`config.mk`:
```
export PLATFORM = sky130hd
export DESIGN_NAME = lcd_read_cycle
export DESIGN_NICKNAME = d
export VERILOG_FILES = /design/src/rtl/lcd_read_cycle.sv
export SDC_FILE = /design/constraint.sdc
export NUM_CORES = 1
export LEC_CHECK = 0
export ABC_AREA = 1
export CAP_MARGIN = 20
export CELL_PAD_IN_SITES_DETAIL_PLACEMENT = 2
export CELL_PAD_IN_SITES_GLOBAL_PLACEMENT = 2
export CORE_UTILIZATION = 34
export CTS_CLUSTER_DIAMETER = 40
export CTS_CLUSTER_SIZE = 8
export DETAILED_ROUTE_END_ITERATION = 6
export DONT_BUFFER_PORTS = 1
export HOLD_SLACK_MARGIN = 0.08
export PLACE_DENSITY_LB_ADDON = 0.1
export SLEW_MARGIN = 15
export SYNTH_ARGS = -nofsm -noshare
export SYNTH_HDL_FRONTEND = slang
export SYNTH_SLANG_ARGS = --single-unit
```
`constraint.sdc`:
```
create_clock -name clk -period 2.3 [get_ports clk]
set_clock_uncertainty 0.15 [all_clocks]
set_input_delay 0.46 -clock clk [delete_from_list [all_inputs] [get_ports clk]]
set_output_delay 0.46 -clock clk [all_outputs]
set_load 0.01 [all_outputs]
```
`src/rtl/lcd_read_cycle.sv`:
```
// rtl/lcd_read_cycle.sv - HD44780 8-bit read-cycle engine with busy-flag polling
// Drives RS/RW/E for single reads or repeated BF reads until BF clears or attempts run out.

module lcd_read_cycle #(
  parameter int T_AS     = 4,
  parameter int T_EH     = 32,
  parameter int T_EL     = 32,
  parameter int POLL_MAX = 4096
) (
  input  logic       clk,
  input  logic       rst_n,
  input  logic       req,
  input  logic       req_rs,
  input  logic       req_poll,
  output logic       ready,
  output logic       bus_busy,
  output logic [7:0] rdata,
  output logic       rvalid,
  output logic       timeout,
  output logic       lcd_rs,
  output logic       lcd_rw,
  output logic       lcd_e,
  input  logic [7:0] lcd_data_in
);

  localparam int TMAX_AS_EH = (T_AS > T_EH) ? T_AS : T_EH;
  localparam int TMAX       = (TMAX_AS_EH > T_EL) ? TMAX_AS_EH : T_EL;
  localparam int CW         = (TMAX > 1) ? $clog2(TMAX) : 1;
  localparam int AW         = (POLL_MAX > 0) ? $clog2(POLL_MAX + 1) : 1;

  typedef enum logic [2:0] {
    S_IDLE,
    S_SETUP,
    S_EHIGH,
    S_ELOW,
    S_DONE
  } state_t;

  state_t        state_q, state_d;
  logic [CW-1:0] cnt_q, cnt_d;
  logic [AW-1:0] att_q, att_d;
  logic          poll_q, poll_d;
  logic [7:0]    sample_q, sample_d;
  logic          lcd_e_q, lcd_e_d;
  logic          lcd_rw_q, lcd_rw_d;
  logic          lcd_rs_q, lcd_rs_d;
  logic [7:0]    rdata_q, rdata_d;
  logic          rvalid_q, rvalid_d;
  logic          timeout_q, timeout_d;

  always_ff @(posedge clk) begin
    if (!rst_n) begin
      state_q   <= S_IDLE;
      cnt_q     <= '0;
      att_q     <= '0;
      poll_q    <= 1'b0;
      sample_q  <= 8'h00;
      lcd_e_q   <= 1'b0;
      lcd_rw_q  <= 1'b0;
      lcd_rs_q  <= 1'b0;
      rdata_q   <= 8'h00;
      rvalid_q  <= 1'b0;
      timeout_q <= 1'b0;
    end else begin
      state_q   <= state_d;
      cnt_q     <= cnt_d;
      att_q     <= att_d;
      poll_q    <= poll_d;
      sample_q  <= sample_d;
      lcd_e_q   <= lcd_e_d;
      lcd_rw_q  <= lcd_rw_d;
      lcd_rs_q  <= lcd_rs_d;
      rdata_q   <= rdata_d;
      rvalid_q  <= rvalid_d;
      timeout_q <= timeout_d;
    end
  end

  always_comb begin
    state_d   = state_q;
    cnt_d     = cnt_q;
    att_d     = att_q;
    poll_d    = poll_q;
    sample_d  = sample_q;
    lcd_e_d   = lcd_e_q;
    lcd_rw_d  = lcd_rw_q;
    lcd_rs_d  = lcd_rs_q;
    rdata_d   = rdata_q;
    rvalid_d  = 1'b0;
    timeout_d = 1'b0;

    case (state_q)
      S_IDLE: begin
        lcd_e_d  = 1'b0;
        lcd_rw_d = 1'b0;
        if (req) begin
          // Poll only makes sense on the BF/AC register.
          poll_d   = req_poll & ~req_rs;
          att_d    = AW'(1);
          lcd_rw_d = 1'b1;
          lcd_rs_d = req_rs;
          cnt_d    = CW'(T_AS - 1);
          state_d  = S_SETUP;
        end
      end

      S_SETUP: begin
        if (cnt_q == '0) begin
          lcd_e_d = 1'b1;
          cnt_d   = CW'(T_EH - 1);
          state_d = S_EHIGH;
        end else begin
          cnt_d = cnt_q - CW'(1);
        end
      end

      S_EHIGH: begin
        if (cnt_q == '0) begin
          sample_d = lcd_data_in;
          lcd_e_d  = 1'b0;
          cnt_d    = CW'(T_EL - 1);
          state_d  = S_ELOW;
        end else begin
          cnt_d = cnt_q - CW'(1);
        end
      end

      S_ELOW: begin
        if (cnt_q == '0) begin
          if (poll_q && sample_q[7] && (att_q < AW'(POLL_MAX))) begin
            att_d   = att_q + AW'(1);
            cnt_d   = CW'(T_AS - 1);
            state_d = S_SETUP;
          end else begin
            state_d = S_DONE;
          end
        end else begin
          cnt_d = cnt_q - CW'(1);
        end
      end

      S_DONE: begin
        rdata_d   = sample_q;
        rvalid_d  = 1'b1;
        timeout_d = poll_q & sample_q[7];
        lcd_rw_d  = 1'b0;
        lcd_rs_d  = 1'b0;
        state_d   = S_IDLE;
      end

      default: begin
        state_d = S_IDLE;
      end
    endcase
  end

  assign ready    = (state_q == S_IDLE);
  assign bus_busy = (state_q != S_IDLE);
  assign rdata    = rdata_q;
  assign rvalid   = rvalid_q;
  assign timeout  = timeout_q;
  assign lcd_rs   = lcd_rs_q;
  assign lcd_rw   = lcd_rw_q;
  assign lcd_e    = lcd_e_q;

endmodule

```
---- Word-level counts from Yosys, hierarchy flattened ----
Index checks and enable logic that the tools add are counted.
W data, S select, Z words.
word-level totals
  register bits ........................... 43
  output and inout port bits .............. 15
  word-level logic and storage cells ...... 68
operators by class
  add/subtract/negate cells ............... 2
  magnitude comparators ................... 1
  eq/ne operators ......................... 10
  multiplexer cells ....................... 23
  bitwise gates (word level) .............. 3
  reduce and logical (&&, ||, !) cells .... 18
operators by type and width
  cell                     number
  $mux W13                 3
  $pmux W13 S2             1
  $mux W5                  4
  $mux W3                  5
  $pmux W5 S3              1
  $add A13 B1 Y13 const B  1
  $lt A13 B13 Y1 const B   1
  $pmux W3 S4              1
  $ne A2 B2 Y1 const B     5
  $reduce_bool A3 Y1       3
  $reduce_and A2 Y1        4
  $reduce_and A4 Y1        2
  $eq A3 B2 Y1 const B     2
  $reduce_and A3 Y1        2
  $logic_not A5 Y1         1
  $mux W1                  5
  $sub A5 B1 Y5 const B    1
  $pmux W1 S2              2
  $reduce_bool A2 Y1       2
  $eq A3 B1 Y1 const B     1
  $eq A3 B3 Y1 const B     1
  $logic_not A3 Y1         1
  $ne A3 B3 Y1 const B     1
  $pmux W1 S3              1
  4 further kinds          6

---- Logic depth before layout (Yosys ltp) ----
Gate-level depths: netlist of the first run.
  depth after elaboration ................. 5
  mapped depth ............................ 12
  mapped depth without buffers ............ 12

---- Worst setup path before layout of the first run ----
OpenSTA, ideal clock, no wires.
  path type ............................... reg-to-reg
  start ................................... register cnt_q[0]
  end ..................................... register att_q[5]
  setup time .............................. 0.070 ns
  arrival ................................. 1.371 ns
  slack ................................... 0.708 ns
  cell stages (with the launch flop) ...... 12
  buffers on the path ..................... 1
  period minus slack after synthesis ...... 1.592 ns
  cell sequence ........................... dfxtp_1 > inv_1 > ha_1 > inv_1 > nor2_1 > nand2_2 > nand2_1 > nand2_2 > nor2_4 > buf_6 > nand2_1 > a21oi_1
between the ends
  word-level cells in the longest chain between the ends .. 3
RTL lines
  what                         line  RTL
  start, declared              40    logic [CW-1:0] cnt_q, cnt_d;
  start signal, assigned       66    cnt_q <= cnt_d;
  $logic_not A5 Y1             129   if (cnt_q == '0) begin
  $ne A2 B2 Y1 (no line)       -
  $reduce_and A4 Y1 (no line)  -
  end signal, assigned         67    att_q <= att_d;
  end, declared                41    logic [AW-1:0] att_q, att_d;
No other way between the ends.
A chain may end at the register's enable or synchronous reset.

---- Final worst setup path of the first run ----
  start ................................... register cnt_q[0]
  end ..................................... register sample_q[7]
between the ends
  word-level cells in the longest chain between the ends .. 2
RTL lines
  what                         line  RTL
  $logic_not A5 Y1             118   if (cnt_q == '0) begin
  $reduce_and A2 Y1 (no line)  -
  end signal, assigned         69    sample_q <= sample_d;
  end, declared                43    logic [7:0] sample_q, sample_d;
No other way between the ends.

==> run summary, run 1 <==
Synth Area in Simple Gates - 35.5%
worst-path maximum fanout - 9
WP data required - 2.34 ns
die area - 6150 µm²
worst rel slew slack - 71.1%
DR iter-0 viols - 32
WL per Instance - 14.9 µm
max-cap violations - 0
DP Wirelength - 4080 µm
outcome - finished, final reports clean
yosys warns - 0
Final Cycle Share - 88.1%
Vias/cell - 5.02
final slew viol count - 0
first-pass GRT wire length - 9480 µm
clk sinks - 43
layout cells sized above 1 - 8.78%
drt first pass iters - 4
multiplexer share of the synthesized area - 0%
Hold-fix buffers, CTS - 0
Hold Crit Class - primary input to flip-flop
final setup TNS - 0 ns
CP arrival - 2.07 ns
Die Ht - 78.4 µm
Layout Nets - 311
clock slew at reported path FFs - 0.09 ns
num rows - 27
area of the core - 5570 µm²
Achievable Freq - 493 MHz
Mapped Area - 1990 µm²
buffer count from post-CTS setup fixing - 0
# IOs - 28
antenna violations before repair - 0
Post-Syn Area per Cell - 6.83 µm²
CTS tree - done
RSZ-0062 raised after global routing - false
I/O Buffers - 0
number of synthesized register bits - 43
Mapped Cells - 291
Layout area overhead - 8.75%
via count of the first global-routing pass - 1948
# setup viols final - 0
diode count - 0
remaining antenna violation count - 0
post-CTS sizing - 0
Remaining DRCs - 0
Final Hold Vio Count - 0
clk_lat worst skew - 0.30 ns
Post-Layout Cell Count - 368
final global-route overflow total - 0
CP endpoint kind - flip-flop
clock tree buffer depth - 2
Setup CP Type - flip-flop to flip-flop
DR vias - 1846
largest family of logic cells by synthesized area - simple AND/OR/NAND/NOR gates
initial cell density of the core - 35.6%
count of cell types in the netlist - 23
min Tclk post-route - 2.03 ns
Syn Nets - 307
CTS root buf - clkbuf_8
chip width - 78.4 µm
H-Tree Depth - 2
CTS Buf Count - 5
Placed Instances - 360
largest net degree at the start of global routing - 23
VDD IR-drop max - 0.296 mV
GRT Util Overall - 19.9%
Compound-Gate Fraction of Synth Area - 11.2%
leakage power - 0.879 nW
Pwr per Cell Area - 1030 nW/µm²
GPL Wtd Cong - 0.754
Synth Area in Adders - 1.89%
Worst-Margin Slew - 0.433 ns
final WL - 5500 µm
startpoint types - flip-flop
sequential area share after synthesis - 43.3%
post-synthesis xor/xnor area fraction - 2.20%
## where the power goes
group          internal, mW  switching [mW]  leakage [nW]
sequential            0.851          0.0990         0.349
clock                 0.246           0.292        0.0474
combinational         0.218           0.517         0.482
total                  1.31           0.908         0.879
## stage by stage
stage	setup WS, ns	area, µm²	util [%]	power, mW	hold WS (ns)
floorplan	0.708	1990	-	1.53	0.300
detailed placement	0.265	2060	37.0	1.71	0.320
finish	0.273	2160	38.8	2.22	0.122
global placement	0.319	2060	37.0	1.68	0.314
global route	0.0399	2160	38.8	2.39	0.103
CTS	0.247	2160	38.8	2.25	0.109
## per-layer routing
metal	GRT usage, %	part of all wire [%]
met1	25.0	49
met2	34.5	48
met3	3.14	2.2
met4	6.67	1.1
met5	0	0
## synth_stat cells
master / n / share of area (%)
clkbuf_1: 1 / 0.19
buf_1: 2 / 0.38
xor2_1: 5 / 2.2
nor2_1: 68 / 13
nor3_2: 1 / 0.50
a21oi_1: 21 / 5.3
inv_2: 4 / 0.76
nor3_1: 2 / 0.50
a211oi_1: 1 / 0.38
nand2_2: 4 / 1.3
buf_6: 1 / 0.57
or2_2: 1 / 0.32
ha_1: 3 / 1.9
nand3b_1: 2 / 0.76
nor2_4: 2 / 1.1
dfxtp_1: 43 / 43
inv_1: 19 / 3.6
nand3_2: 1 / 0.50
nand2_1: 67 / 13
nor2_2: 4 / 1.3
nand3_1: 15 / 3.8
o21ai_0: 22 / 5.5
clkinv_1: 2 / 0.38
## placed cells by master (no fill, tap or decap), drive strengths merged, types with 5 or more instances in the layout
master / netlist / layout
nand2: 71 / 71
clkbuf: 1 / 6
dfxtp: 43 / 43
xor2: 5 / 5
nor2: 74 / 74
nand3: 16 / 16
o21ai: 22 / 22
inv: 23 / 23
a21oi: 21 / 21
## registers in the layout, indices dropped and copies added, names as in the netlist
name      cells
poll_q        1
sample_q      8
lcd_rs        1
att_q        13
state_q       3
cnt_q         5
lcd_rw        1
rvalid        1
lcd_e         1
rdata         8
timeout       1
## logic make-up after synthesis
group,after synthesis
adder cells (fa/ha/maj),3
AO/OA/AOI/OAI,44
XOR/XNOR,5
flip-flops,43
AND/OR/NAND/NOR,167
buffers and inverters,29
## worst paths after layout
kind | slack, ns | from | cells past startpoint | to
min | 0.12 | rst_n | 2 | state_q[0]
max | 0.27 | cnt_q[0] | 9 | sample_q[7]
min reg2reg | 0.34 | sample_q[2] | 2 | rdata[2]
max reg2reg | 0.27 | cnt_q[0] | 9 | sample_q[7]
## cell type report
type	instances	area (µm²)
well taps	72	90.1
inverters	25	93.8
fillers	702	3410
repair buffers	1	7.51
clock buffers	6	82.6
clock inverters	2	16.3
multi-input cells	219	1010
flip-flops and latches	43	861
## critical path, stage by stage (launching register included)
cell and delay (ns):
dfxtp_1 0.31, inv_1 0.12, ha_1 0.16, inv_1 0.03, nor2_1 0.10, nand2_2 0.14, nor2_4 0.22, clkinv_1 0.30
o21ai_0 0.31, a21oi_1 0.06
Power figures use the tool's default switching activity.
==> run 2, diff against run 1 <==
MAX_ROUTING_LAYER = met4   (was unset)
RECOVER_POWER = 50   (was unset)
clock period = 1.9 ns   (was 2.3 ns; I/O delays follow)
==> run 2 against run 1 <==
Global-route usage is 1.5 points higher. Highest routed layer unchanged. Sequential power is 22% higher. Clock power is 60% higher. Flip-flop and latch count stayed put. Largest power group unchanged. Die area stayed put. Fmax is 16% higher.
==> run summary, run 2 (synthesis results as in run 1) <==
outcome - finished, final reports clean (unchanged)
Final Cell Area - 2360 µm² (was 2160 µm²)
worst rel slew slack - 56.7% (was 71.1%)
DR iter-0 viols - 70 (was 32)
Layout Nets - 326 (was 311)
final WL - 5900 µm (was 5500 µm)
WP data required - 1.95 ns (was 2.34 ns)
CTS root buf - clkbuf_8 (unchanged)
Seq. cell area - 862 µm² (was 861 µm²)
min Tclk post-route - 1.75 ns (was 2.03 ns)
drt first pass iters - 4 (unchanged)
clk_lat worst skew - 0.30 ns (about the same)
H-Tree Depth - 2 (unchanged)
Remaining DRCs - 0 (unchanged)
CP endpoint kind - flip-flop (unchanged)
critical path's largest stage delay - 0.33 ns (was 0.31 ns)
DP Wirelength - 4150 µm (was 4080 µm)
crit-path cells - inv_1 -> ha_1 -> inv_1 -> nor2_1 -> nand2_2 -> nand2_2 -> nand2_4 -> nor2_4 -> nand3_1 -> nand2_1 -> nor2_1 (was inv_1 -> ha_1 -> inv_1 -> nor2_1 -> nand2_2 -> nor2_4 -> clkinv_1 -> o21ai_0 -> a21oi_1)
Post-Layout Cell Count - 383 (was 368)
leakage power - 0.971 nW (was 0.879 nW)
Die Ht - 78.4 µm (unchanged)
num rows - 27 (unchanged)
remaining antenna violation count - 0 (unchanged)
worst-path maximum fanout - 7 (was 9)
antenna violations before repair - 0 (unchanged)
DP Area - 2090 µm² (was 2060 µm²)
Worst-Margin Slew - 0.647 ns (was 0.433 ns)
CP max stage cell - dfxtp_1 (unchanged)
# setup viols final - 0 (unchanged)
commonest non-fill, non-tap cells in the layout - nor2_1, nand2_1, dfxtp_1 (unchanged)
clock slew at reported path FFs - 0.09 ns (about the same)
GPL Wtd Cong - 0.718 (was 0.754)
die area - 6150 µm² (unchanged)
WL per Instance - 15.4 µm (was 14.9 µm)
Placed Instances - 364 (was 360)
chip width - 78.4 µm (unchanged)
clock tree buffer depth - 2 (unchanged)
Pwr per Cell Area - 1310 nW/µm² (was 1030 nW/µm²)
CP arrival - 1.80 ns (was 2.07 ns)
largest net degree at the start of global routing - 21 (was 23)
Most flops, register - att_q (unchanged)
# IOs - 28 (unchanged)
diode count - 0 (unchanged)
max-cap violations - 0 (unchanged)
Final Hold Vio Count - 0 (unchanged)
via count of the first global-routing pass - 2059 (was 1948)
CTS Buf Count - 5 (unchanged)
first-pass GRT wire length - 9780 µm (was 9480 µm)
Layout area overhead - 18.7% (was 8.75%)
Vias/cell - 5.03 (was 5.02)
Achievable Freq - 572 MHz (was 493 MHz)
DR vias - 1926 (was 1846)
CTS tree - done (unchanged)
fillcell total - 671 (was 702)
footprint of the multi-input gates - 1040 µm² (was 1010 µm²)
max FFs per register - 13 (unchanged)
final slew viol count - 0 (unchanged)
clk sinks - 43 (unchanged)
Hold Crit Class - primary input to flip-flop (unchanged)
final global-route overflow total - 0 (unchanged)
area of the core - 5570 µm² (unchanged)
Final Cycle Share - 91.9% (was 88.1%)
VDD IR-drop max - 0.475 mV (was 0.296 mV)
startpoint types - flip-flop (unchanged)
Setup CP Type - flip-flop to flip-flop (unchanged)
commonest non-fill, non-tap cell in the layout - nor2_1 (unchanged)
GRT Util Overall - 21.4% (was 19.9%)
layout cells sized above 1 - 12.9% (was 8.78%)
I/O Buffers - 0 (unchanged)
initial cell density of the core - 35.6% (unchanged)
==> run 2: power by group <==
part           switching, mW  total [mW]  internal (mW)
logic                  0.714        1.07          0.359
registers              0.126        1.16           1.03
clock network          0.339       0.863          0.524
==> run 2: final timing paths <==
path	from	to	slack, ns	cells past startpoint
worst max-delay path	cnt_q[1]	att_q[10]	0.15	11
worst min-delay path	req_poll	poll_q	0.09	2
worst max register to register	cnt_q[1]	att_q[10]	0.15	11
worst min register to register	att_q[10]	att_q[10]	0.34	2
==> run 2: per-stage QoR <==
step | power (mW) | util, % | hold WS [ns] | TNS [ns] | setup slack (ns)
2_1_floorplan | 1.85 | - | 0.300 | 0 | 0.308
3_3_place_gp | 2.06 | 37.5 | 0.312 | 0 | 0.101
3_5_place_dp | 2.11 | 37.5 | 0.328 | -0.0233 | -0.0233
4_1_cts | 3.01 | 41.3 | 0.0819 | 0 | 0.00789
5_1_grt | 3.31 | 42.3 | 0.0819 | -0.00921 | -0.00751
6_report | 3.09 | 42.3 | 0.0902 | 0 | 0.153
==> run 2: layout make-up <==
cell class,count,area share [%]
Clock inverter,3,2.86
Sequential cell,43,36.6
Clock buffer,5,2.92
Timing Repair Buffer,15,5.52
Multi-Input combinational cell,220,44.2
Tap cell,72,3.82
Inverter,25,4.14
==> run 2: what timing repair did <==
| action | CTS | global route |
|---|---|---|
| buffers inserted | 0 | 3 |
| endpoints found under the hold margin | 20 | 0 |
| setup endpoints to repair | 3 | 27 |
| hold buffers | 7 | 0 |
| pin swaps | 1 | 3 |
| resized for setup | 1 | 11 |
| cloned | 0 | 1 |
==> run 2: per-layer routing <==
layer	routed length (µm)	vias up	share of wire, %	global-route usage [%]
met3	162	7	2.7	4.42
met2	3010	24	51	38.5
met1	2650	935	45	23.3
li1	-	960	-	-
met5	0	-	0	-
met4	76	0	1.3	7.22
==> run 2: worst max-delay path, delay by kind of cell, from the launching register on <==
family | cells | cell delay, ns
fa+ha+maj | 1 | 0.15
flops | 1 | 0.33
buf+inv | 2 | 0.12
simple gates | 8 | 0.90
==> run 3, diff against run 2 <==
PLACE_DENSITY = 0.79   (was unset)
PLACE_DENSITY_LB_ADDON = unset   (was 0.1)
==> run 3 against run 2 <==
Cell area down 2.2%. Die area unchanged. First-iteration DRC count down 44%. Sequential share of layout area up 0.76 points. Final cell count down 0.52%. Fmax down 2.9%. Routed wire length down 0.71%. Hold slack worse by 0.041 ns. Critical path depth unchanged. Count of clock-buffer cells in the layout unchanged. Critical endpoint unchanged.
==> run summary, run 3 (synthesis results as in run 1) <==
Final Hold Vio Count - 0 (unchanged)
leakage power - 0.951 nW (was 0.971 nW)
Remaining DRCs - 0 (unchanged)
WP data required - 1.95 ns (about the same)
final slew viol count - 0 (unchanged)
drt first pass iters - 4 (unchanged)
remaining antenna violation count - 0 (unchanged)
Most flops, register - att_q (unchanged)
M1 GR Usage - 24.6% (was 23.3%)
worst rel slew slack - 66.0% (was 56.7%)
initial cell density of the core - 35.6% (unchanged)
max-cap violations - 0 (unchanged)
Worst-Margin Slew - 0.508 ns (was 0.647 ns)
num rows - 27 (unchanged)
die area - 6150 µm² (unchanged)
Pwr per Cell Area - 1280 nW/µm² (was 1310 nW/µm²)
DR vias - 1900 (was 1926)
Die Ht - 78.4 µm (unchanged)
Vias/cell - 4.99 (was 5.03)
largest net degree at the start of global routing - 23 (was 21)
Seq. cell area - 861 µm² (was 862 µm²)
final global-route overflow total - 0 (unchanged)
startpoint types - flip-flop (unchanged)
# setup viols final - 0 (unchanged)
Setup CP Type - flip-flop to flip-flop (unchanged)
Achievable Freq - 556 MHz (was 572 MHz)
WL per Instance - 15.4 µm (about the same)
critical path's largest stage delay - 0.34 ns (was 0.33 ns)
met3 Use GR - 4.30% (was 4.42%)
CP max stage cell - dfxtp_1 (unchanged)
min Tclk post-route - 1.80 ns (was 1.75 ns)
CTS tree - done (unchanged)
crit-path cells - inv_1 -> ha_1 -> inv_1 -> nor2_1 -> nand2_2 -> nand2_2 -> nand2_2 -> nor2_4 -> nand3_1 -> nand2_1 -> nor2_1 (was inv_1 -> ha_1 -> inv_1 -> nor2_1 -> nand2_2 -> nand2_2 -> nand2_4 -> nor2_4 -> nand3_1 -> nand2_1 -> nor2_1)
Hold Crit Class - primary input to flip-flop (unchanged)
fillcell total - 711 (was 671)
clock slew at reported path FFs - 0.09 ns (about the same)
RSZ-0062 raised after global routing - true
# IOs - 28 (unchanged)
CP endpoint kind - flip-flop (unchanged)
outcome - finished, final reports clean (unchanged)
Total Power - 2.94 mW (was 3.09 mW)
final WL - 5860 µm (was 5900 µm)
GR peak layer - met2 (unchanged)
diode count - 0 (unchanged)
antenna violations before repair - 0 (unchanged)
commonest non-fill, non-tap cells in the layout - nor2_1, nand2_1, dfxtp_1 (unchanged)
most frequent cell on the critical path - nand2_2
Final Cycle Share - 94.7% (was 91.9%)
first-pass GRT wire length - 9740 µm (was 9780 µm)
chip width - 78.4 µm (unchanged)
GPL Wtd Cong - 0.706 (was 0.718)
I/O Buffers - 0 (unchanged)
clk sinks - 43 (unchanged)
GR Util met2 - 35.9% (was 38.5%)
Layout area overhead - 16.1% (was 18.7%)
CTS Buf Count - 5 (unchanged)
DR iter-0 viols - 39 (was 70)
via count of the first global-routing pass - 2050 (was 2059)
fin util - 41.4% (was 42.3%)
worst-path maximum fanout - 7 (unchanged)
CP bufs+invs - 2 (unchanged)
H-Tree Depth - 2 (unchanged)
footprint of the multi-input gates - 1030 µm² (was 1040 µm²)
layout cells sized above 1 - 12.9% (about the same)
max FFs per register - 13 (unchanged)
largest delay contributor family on the critical path - simple AND/OR/NAND/NOR gates (unchanged)
CTS root buf - clkbuf_8 (unchanged)
clock tree buffer depth - 2 (unchanged)
clk_lat worst skew - 0.31 ns (was 0.30 ns)
VDD IR-drop max - 0.478 mV (was 0.475 mV)
area of the core - 5570 µm² (unchanged)
commonest non-fill, non-tap cell in the layout - nor2_1 (unchanged)
Layout Nets - 324 (was 326)
DP Wirelength - 4120 µm (was 4150 µm)
CP arrival - 1.85 ns (was 1.80 ns)
GRT Util Overall - 21.0% (was 21.4%)
[run 3: worst reg2reg max path: stages (launching register included)]
cell and delay [ns]:
dfxtp_1 0.34, inv_1 0.08, ha_1 0.14, inv_1 0.04, nor2_1 0.11, nand2_2 0.13, nand2_2 0.12, nand2_2 0.14
nor2_4 0.23, nand3_1 0.10, nand2_1 0.07, nor2_1 0.04
[run 3: cell type report]
cell class	count	share of cell area, %
Multi-Input combinational cell	220	44.7
Sequential cell	43	37.3
Timing Repair Buffer	13	4.77
Inverter	25	4.23
Tap cell	72	3.90
Clock buffer	5	2.98
Clock inverter	3	2.06
[run 3: metrics by stage]
step / setup WS, ns / std cells / TNS (ns) / cell area (µm²) / hold slack, ns
after floorplan: 0.308 / 291 / 0 / 1990 / 0.300
after global placement: 0.117 / 365 / 0 / 2100 / 0.315
after detailed placement: -0.00678 / 365 / -0.00678 / 2100 / 0.324
after CTS: 0.00614 / 375 / 0 / 2240 / 0.0334
after global routing: -0.0443 / 381 / -0.258 / 2310 / 0.0805
final: 0.101 / 381 / 0 / 2310 / 0.0490
[run 3: timing repair]
item                                    4_1_cts  5_1_grt
endpoints found under the setup margin        2       26
gates cloned                                  0        1
resized for setup                             0        8
endpoints found under the hold margin        19       14
buffers inserted                              0        2
hold buffers                                  2        3
pin swaps                                     1        2
[run 3: where the power goes]
| part | internal, mW | switching (mW) |
|---|---|---|
| Combinational | 0.331 | 0.699 |
| Sequential | 1.03 | 0.129 |
| Clock | 0.399 | 0.355 |
| Total | 1.76 | 1.18 |
[run 3: routing by layer]
layer	up-vias	part of all wire, %
li1	952	-
met1	921	45
met2	21	51
met3	6	2.8
met4	0	1.4
met5	-	0
[run 3: path summary, 6_finish.rpt]
path | slack [ns] | endpoint | cells after the start | from
setup / recovery | 0.10 | att_q[10] | 11 | cnt_q[1]
hold / removal | 0.05 | rdata[6] | 2 | rst_n
setup reg to reg | 0.10 | att_q[10] | 11 | cnt_q[1]
hold reg to reg | 0.34 | rdata[5] | 2 | sample_q[5]
